$ cat src/rtl/sync_fifo_pkg.sv
// Shared defaults and pointer helper for the sync FIFO read-side master.
package sync_fifo_pkg;

  localparam int unsigned DEF_DATA_WIDTH = 32;
  localparam int unsigned DEF_SKID_DEPTH = 3;

  // Modulo increment that works for non-power-of-two depths.
  function automatic int unsigned ptr_inc(input int unsigned ptr, input int unsigned depth);
    return (ptr == depth - 1) ? 0 : ptr + 1;
  endfunction

endpackage

$ cat src/rtl/sync_fifo_skid_buf.sv
// Circular skid buffer: storage, read/write pointers and occupancy with push/pop/flush.
module sync_fifo_skid_buf
  import sync_fifo_pkg::*;
#(
  parameter int unsigned DATA_WIDTH = DEF_DATA_WIDTH,
  parameter int unsigned DEPTH      = DEF_SKID_DEPTH,
  localparam int unsigned PW        = $clog2(DEPTH),
  localparam int unsigned OW        = $clog2(DEPTH + 1)
) (
  input  logic                  clk_i,
  input  logic                  rst_n_i,
  input  logic                  push_i,
  input  logic [DATA_WIDTH-1:0] push_data_i,
  input  logic                  pop_i,
  input  logic                  flush_i,
  output logic [DATA_WIDTH-1:0] head_o,
  output logic [OW-1:0]         occupancy_o
);

  logic [DATA_WIDTH-1:0] mem [DEPTH];
  logic [PW-1:0]         rd_ptr;
  logic [PW-1:0]         wr_ptr;
  logic [OW-1:0]         count;
  logic                  do_push;
  logic                  do_pop;

  assign do_push     = push_i && !flush_i;
  assign do_pop      = pop_i && (count != '0) && !flush_i;
  assign head_o      = mem[rd_ptr];
  assign occupancy_o = count;

  always_ff @(posedge clk_i or negedge rst_n_i) begin
    if (!rst_n_i) begin
      rd_ptr <= '0;
      wr_ptr <= '0;
      count  <= '0;
      for (int unsigned i = 0; i < DEPTH; i++) begin
        mem[i] <= '0;
      end
    end else if (flush_i) begin
      rd_ptr <= '0;
      wr_ptr <= '0;
      count  <= '0;
    end else begin
      if (do_push) begin
        mem[wr_ptr] <= push_data_i;
        wr_ptr      <= PW'(ptr_inc(32'(wr_ptr), DEPTH));
      end
      if (do_pop) begin
        rd_ptr <= PW'(ptr_inc(32'(rd_ptr), DEPTH));
      end
      case ({do_push, do_pop})
        2'b10:   count <= count + 1'b1;
        2'b01:   count <= count - 1'b1;
        default: count <= count;
      endcase
    end
  end

endmodule

$ cat src/rtl/sync_fifo_reader.sv
// Read-side master for a sync FIFO: issues reads, absorbs read latency, presents valid/ready.
// Optional flush port enabled by defining SYNC_FIFO_READER_FLUSH_EN.
module sync_fifo_reader
  import sync_fifo_pkg::*;
#(
  parameter int unsigned DATA_WIDTH = DEF_DATA_WIDTH,
  parameter int unsigned SKID_DEPTH = DEF_SKID_DEPTH,
  localparam int unsigned OW        = $clog2(SKID_DEPTH + 1)
) (
  input  logic                  clk_i,
  input  logic                  rst_n_i,
`ifdef SYNC_FIFO_READER_FLUSH_EN
  input  logic                  flush_i,
`endif
  input  logic                  fifo_empty_i,
  input  logic [DATA_WIDTH-1:0] fifo_rd_data_i,
  output logic                  fifo_read_o,
  output logic [DATA_WIDTH-1:0] data_o,
  output logic                  valid_o,
  input  logic                  ready_i,
  output logic [OW-1:0]         occupancy_o
);

  localparam logic [OW:0] DEPTH_L = (OW + 1)'(SKID_DEPTH);

  logic        inflight;
  logic        flush;
  logic        transfer;
  logic [OW:0] committed;

`ifdef SYNC_FIFO_READER_FLUSH_EN
  assign flush = flush_i;
`else
  assign flush = 1'b0;
`endif

  // Count the word already requested so the buffer can never be overrun.
  assign committed   = {1'b0, occupancy_o} + {{OW{1'b0}}, inflight};
  assign fifo_read_o = rst_n_i && !fifo_empty_i && !flush && (committed < DEPTH_L);
  assign valid_o     = (occupancy_o != '0);
  assign transfer    = valid_o && ready_i;

  always_ff @(posedge clk_i or negedge rst_n_i) begin
    if (!rst_n_i) begin
      inflight <= 1'b0;
    end else begin
      inflight <= fifo_read_o;
    end
  end

  sync_fifo_skid_buf #(
    .DATA_WIDTH (DATA_WIDTH),
    .DEPTH      (SKID_DEPTH)
  ) u_skid (
    .clk_i       (clk_i),
    .rst_n_i     (rst_n_i),
    .push_i      (inflight),
    .push_data_i (fifo_rd_data_i),
    .pop_i       (transfer),
    .flush_i     (flush),
    .head_o      (data_o),
    .occupancy_o (occupancy_o)
  );

`ifndef SYNTHESIS
  a_no_read_when_empty: assert property (@(posedge clk_i) disable iff (!rst_n_i)
    !(fifo_read_o && fifo_empty_i));
  a_occ_bound: assert property (@(posedge clk_i) disable iff (!rst_n_i)
    occupancy_o <= OW'(SKID_DEPTH));
`endif

endmodule
$ cat config.mk
export PLATFORM = sky130hd
export DESIGN_NAME = sync_fifo_reader
export DESIGN_NICKNAME = d
export VERILOG_FILES = /design/src/rtl/sync_fifo_pkg.sv /design/src/rtl/sync_fifo_skid_buf.sv /design/src/rtl/sync_fifo_reader.sv
export SDC_FILE = /design/constraint.sdc
export NUM_CORES = 1
export LEC_CHECK = 0
export ABC_AREA = 1
export CELL_PAD_IN_SITES_DETAIL_PLACEMENT = 0
export CELL_PAD_IN_SITES_GLOBAL_PLACEMENT = 1
export CORE_MARGIN = 3
export CORE_UTILIZATION = 25
export CTS_BUF_LIST = sky130_fd_sc_hd__clkbuf_4 sky130_fd_sc_hd__clkbuf_8 sky130_fd_sc_hd__clkbuf_16
export CTS_CLUSTER_DIAMETER = 200
export DETAILED_ROUTE_END_ITERATION = 16
export PLACE_DENSITY = 0.51
export SLEW_MARGIN = 15
export SYNTH_ARGS = -nofsm -noshare
export SYNTH_HDL_FRONTEND = slang
export SYNTH_SLANG_ARGS = --single-unit
$ cat constraint.sdc
create_clock -name clk_i -period 1.83 [get_ports clk_i]
set_clock_uncertainty 0.1 [all_clocks]
set_input_delay 0.366 -clock clk_i [delete_from_list [all_inputs] [get_ports clk_i]]
set_output_delay 0.366 -clock clk_i [all_outputs]
set_load 0.1 [all_outputs]
Word-level counts from Yosys, hierarchy flattened:

Index checks and enable logic that the tools add are counted.

* memories: 0
* latch bits: 0
* bits of input ports: 36
* memory bits (read-only): 0
* output and inout port bits: 36
* bits in registers: 103
* RAM bits: 0

* muxes and demuxes: 9
* reductions and logical operators: 8
* multiply operators: 0
* add/sub/neg operators: 5
* equal/unequal tests: 4
* shift operators: 0
* order comparisons: 4
* bitwise operators: 2
* div/mod/pow operators: 0

Operators by type and width (count)
* bitwise mux 96 bit: 1
* two-way mux 32 bit: 3
* binary-select mux 32 bit (select 2 bit): 1
* demux 32 bit (select 2 bit): 1
* adder 2 x 1 -> 2 bit, second input constant: 3
* == test 2 bit, second input constant: 3
* greater-or-equal comparator 3 bit, second input constant: 2
* inverter 2 -> 3 bit: 2
* logical AND 1 bit: 5
* two-way mux 2 bit: 2
* one-hot mux 2 bit (2 select lines): 1
* nonzero test 2 bit: 2
* adder 2 x 1 -> 3 bit: 1
* < comparator 3 x 1 -> 1 bit, second input constant: 1
* < comparator 3 x 2 -> 1 bit, second input constant: 1
* == test 2 x 1 -> 1 bit, second input constant: 1
* subtractor 2 x 1 -> 2 bit, second input constant: 1
* zero test 1 bit: 1

Depth between registers and ports, before layout:

* depth in word-level cells: 6
* depth in mapped cells: 10
* depth with buffers taken out: 10

By module:

Synthesis repeated with hierarchy kept, for this count alone.

* cell total of the unflattened synthesis: 540
* area total of the unflattened synthesis: 4779.6 µm²

Modules (own cells, without submodules)
* sync_fifo_skid_buf: area an instance 4689.5 µm², seq. area each 2552.4 µm², cells an instance 528, times used 1
* sync_fifo_reader: area an instance 90.1 µm², seq. area each 25.0 µm², cells an instance 12, times used 1

Worst setup path before layout:

No wires, ideal clock.

* path kind: reg2out
* start point: register u_skid.count[0], in the netlist u_skid.occupancy_o[0]
* end point: output fifo_read_o
* cell stages (with the launch flop): 6
* path slack: -1.497 ns
* required time: 1.364 ns
* arrival time: 2.861 ns
* cell sequence: dfrtp_1 > ha_1 > ha_1 > nand2_1 > nand3b_1 > nor2_1

* longest elaborated chain between the ends: 3

RTL lines
* start: declaration: line sync_fifo_skid_buf.sv:23 `logic [OW-1:0] count;`
* start signal: assignment: line sync_fifo_skid_buf.sv:53 `2'b10: count <= count + 1'b1;`
* start signal: assignment: line sync_fifo_skid_buf.sv:54 `2'b01: count <= count - 1'b1;`
* start signal: assignment: line sync_fifo_skid_buf.sv:55 `default: count <= count;`
* adder 2 x 1 -> 3 bit: line sync_fifo_reader.sv:38 `assign committed = {1'b0, occupancy_o} + {{OW{1'b0}}, inflight};`
* < comparator 3 x 2 -> 1 bit: line sync_fifo_reader.sv:39 `assign fifo_read_o = rst_n_i && !fifo_empty_i && !flush && (committed < DEPTH_L);`
* logical AND 1 bit: line sync_fifo_reader.sv:39
* end: declaration: line sync_fifo_reader.sv:17 `output logic fifo_read_o,`

No other way between the ends.

Final worst setup path:

Same ends and word-level chain as after synthesis.

==> out/results.ini <==
[cts]
cts-buffers-inserted=9
cts.clk_slew.worst_paths_ns=0.07
cts_buffer_depth=2
cts_tree=done
clock_latency_ns=0.35
root_buffer=clkbuf_16
cts_hold_buf=0
clock-sinks=103
h-tree-depth=3

[logic_synthesis]
synth.top_cell.area_share=0.552
ys_top_cells_by_area=dfrtp_1, nand2_1, o21ai_2, o21ai_1, nand3_1
synth_ff_type=dfrtp_1
ys_top_cells_by_count=nand2_1, dfrtp_1, o21ai_2, inv_1, o21ai_1
synth_most_common_cell=nand2_1
synth_area_leader_cell=dfrtp_1
synthArstFlopShare=1.00
ys_types=20
ys_seq_area_frac=0.552
synthCells=523
yosys_warnings=0
syn-num-nets=562
synth_edf_count=0
syn_area_mm2=0.00467
avgSynthCellArea_um2=8.93
synth_seq_cells=103

[floorplanning]
start_util=0.257
rows=49
die_y_um=143
core_area_mm2=0.0181
die_w_um=143
dieArea_mm2=0.0204
ioPinCount=72

[global_route]
first_global_vias=3595
antenna_found_initial=0
grt_use_met1=0.162
grt_pass1_wl_mm=19.7
gr-total-overflow=0
grt_use_met3=0.0345
grt_use_met2=0.206
grtUsageTotal=0.125
top_usage_layer=met2
grt_start_max_net_pins=104

[routing]
wl_per_cell_um=14.9
ant_nets=0
initialDrtViolationCount=192
viasPerCell=4.35
drcViolationCount=0
drt_pass1_iterations=4
vias=3651
finalWirelength_mm=12.5

[critical_path]
cpPeakStageDelay_ns=0.49
slowest_stage=dfrtp_4
cp_common_cell=ha_4
ff2ff_path_depth=10
cp_cell_sequence=ha_4 -> ha_4 -> nand2_2 -> nand3b_1 -> nor2_4 -> buf_12
end_kind=output port
worstPathRequired_ns=1.36
crit_path_start_kind=register
crit_fanout=2
crit_arrival_ns=1.70
r2r_start=u_skid.occupancy_o[0]
regToRegEndpoint=u_skid.occupancy_o[1]
critPathCapture=fifo_read_o
critPathKind=register to output port
regToRegSetupSlack_ns=0.14
startpoint=u_skid.occupancy_o[0]

[timing]
tightest_slew_ns=0.625
slew-limit-headroom=0.583
drv_slew=0
rsz0062_at_grt=true
holdWs_ns=-0.0127
fin_crit_ns=2.17
max_freq_ghz=0.461
fin_crit_sh=1.19
fin_setup_tns_ns=-9.57
hold_viol=3
setup_viol=33
worst_slack_ns=-0.341

[final_layout]
nNetsFinal=644
diodes=0
final_cells=839
layout-drive-gt1-share=0.320
design_area_mm2=0.00704
syn2layout_area_growth_pct=50.6

[status]
status=finished with violations
violations=hold timing, setup timing

[placement]
gp_congestion=0.730
dpl-instance-area_mm2=0.00629
dp_slack_ns=-0.00323
portBuffers=71
dp.cells=809
hpwl_mm=7.50

[job]
max_cap_viol_count=0

[worst_hold_path]
hp-class=input port to async pin

-- through the flow --
step,utilization,hold slack (ns)
2_1_floorplan,-,-0.0296
4_1_cts,0.372,0.104
3_3_place_gp,0.346,0.365
6_report,0.388,-0.0127
5_1_grt,0.388,0.0819
3_5_place_dp,0.346,0.368
-- routing by layer --
layer  routed length (um)  vias to the layer above
li1                     -                     1831
met1                 5570                     1747
met2                 6280                       63
met3                  522                       10
met4                  148                        0
met5                    0                        -
-- what timing repair did --
item | in CTS | in global routing
gates resized for setup | 11 | 38
gates cloned | 2 | 4
buffers inserted | 7 | 1
pin swaps | 3 | 0
setup endpoints to repair | 34 | 34
-- state kept, by name (all words and copies together), names as in the netlist --
register / flops
u_skid.mem: 96
u_skid.wr_ptr: 2
u_skid.occupancy_o: 2
u_skid.rd_ptr: 2
inflight: 1
-- worst min path at each step --
| stage | end | depth (start not counted) | startpoint | slack [ns] |
|---|---|---|---|---|
| 2_1_floorplan | inflight | 0 | rst_n_i | -0.03 |
| 3_3_place_gp | u_skid.mem[64] | 2 | u_skid.mem[64] | 0.36 |
| 3_5_place_dp | u_skid.mem[35] | 2 | u_skid.mem[35] | 0.37 |
| 4_1_cts | u_skid.mem[47] | 2 | rst_n_i | 0.10 |
| 5_1_grt | u_skid.mem[47] | 2 | rst_n_i | 0.08 |
| 6_report | u_skid.mem[47] | 2 | rst_n_i | -0.01 |
-- critical path: cells and delay by family (launching register included) --
family                     cells  cell delay [ns]
adders and majority gates      2             0.37
DFF                            1             0.49
buffers and inverters          1             0.18
and+or+nand+nor                3             0.31
-- cell families (layout without fill, tap and decap cells) --
kind of cell	after synthesis	in the layout	share of synthesized area
buffers and inverters	71	158	0.0822
AND/OR/NAND/NOR	247	247	0.216
XOR/XNOR	1	1	0.00188
AO/OA/AOI/OAI	98	98	0.140
adder cells (fa/ha/maj)	3	3	0.00804
flip-flops	103	103	0.552
-- final cells by class --
cell class,count,area [um2]
multi-input combinational,349,2120
timing repair buffer,100,1570
clock buffer,11,240
sequential,103,2580
inverter,42,158
fill,1814,11100
clock inverter,5,81.3
tap,229,287
-- placed cells by master (no fill, tap or decap) --
cell,instances
nand2_1,184
dfrtp_1,99
buf_12,49
o21ai_2,44
inv_1,39
o21ai_1,38
clkdlybuf4s50_1,34
nand3_2,22
o21ai_0,16
nand3_4,13
nand2_4,12
clkbuf_16,12
nand2_2,9
buf_4,8
nor2_4,4
inv_2,3
buf_6,3
dfrtp_2,3
ha_4,2
bufinv_16,2
clkbuf_4,2
nand3b_1,1
xnor2_1,1
nand3_1,1
nand4_1,1
ha_1,1
clkinvlp_4,1
inv_6,1
clkinv_2,1
bufbuf_16,1
buf_16,1
buf_8,1
dfrtp_4,1
Power is not shown: default switching activity piles up to over one toggle a cycle in this logic, so the estimate is an artifact.
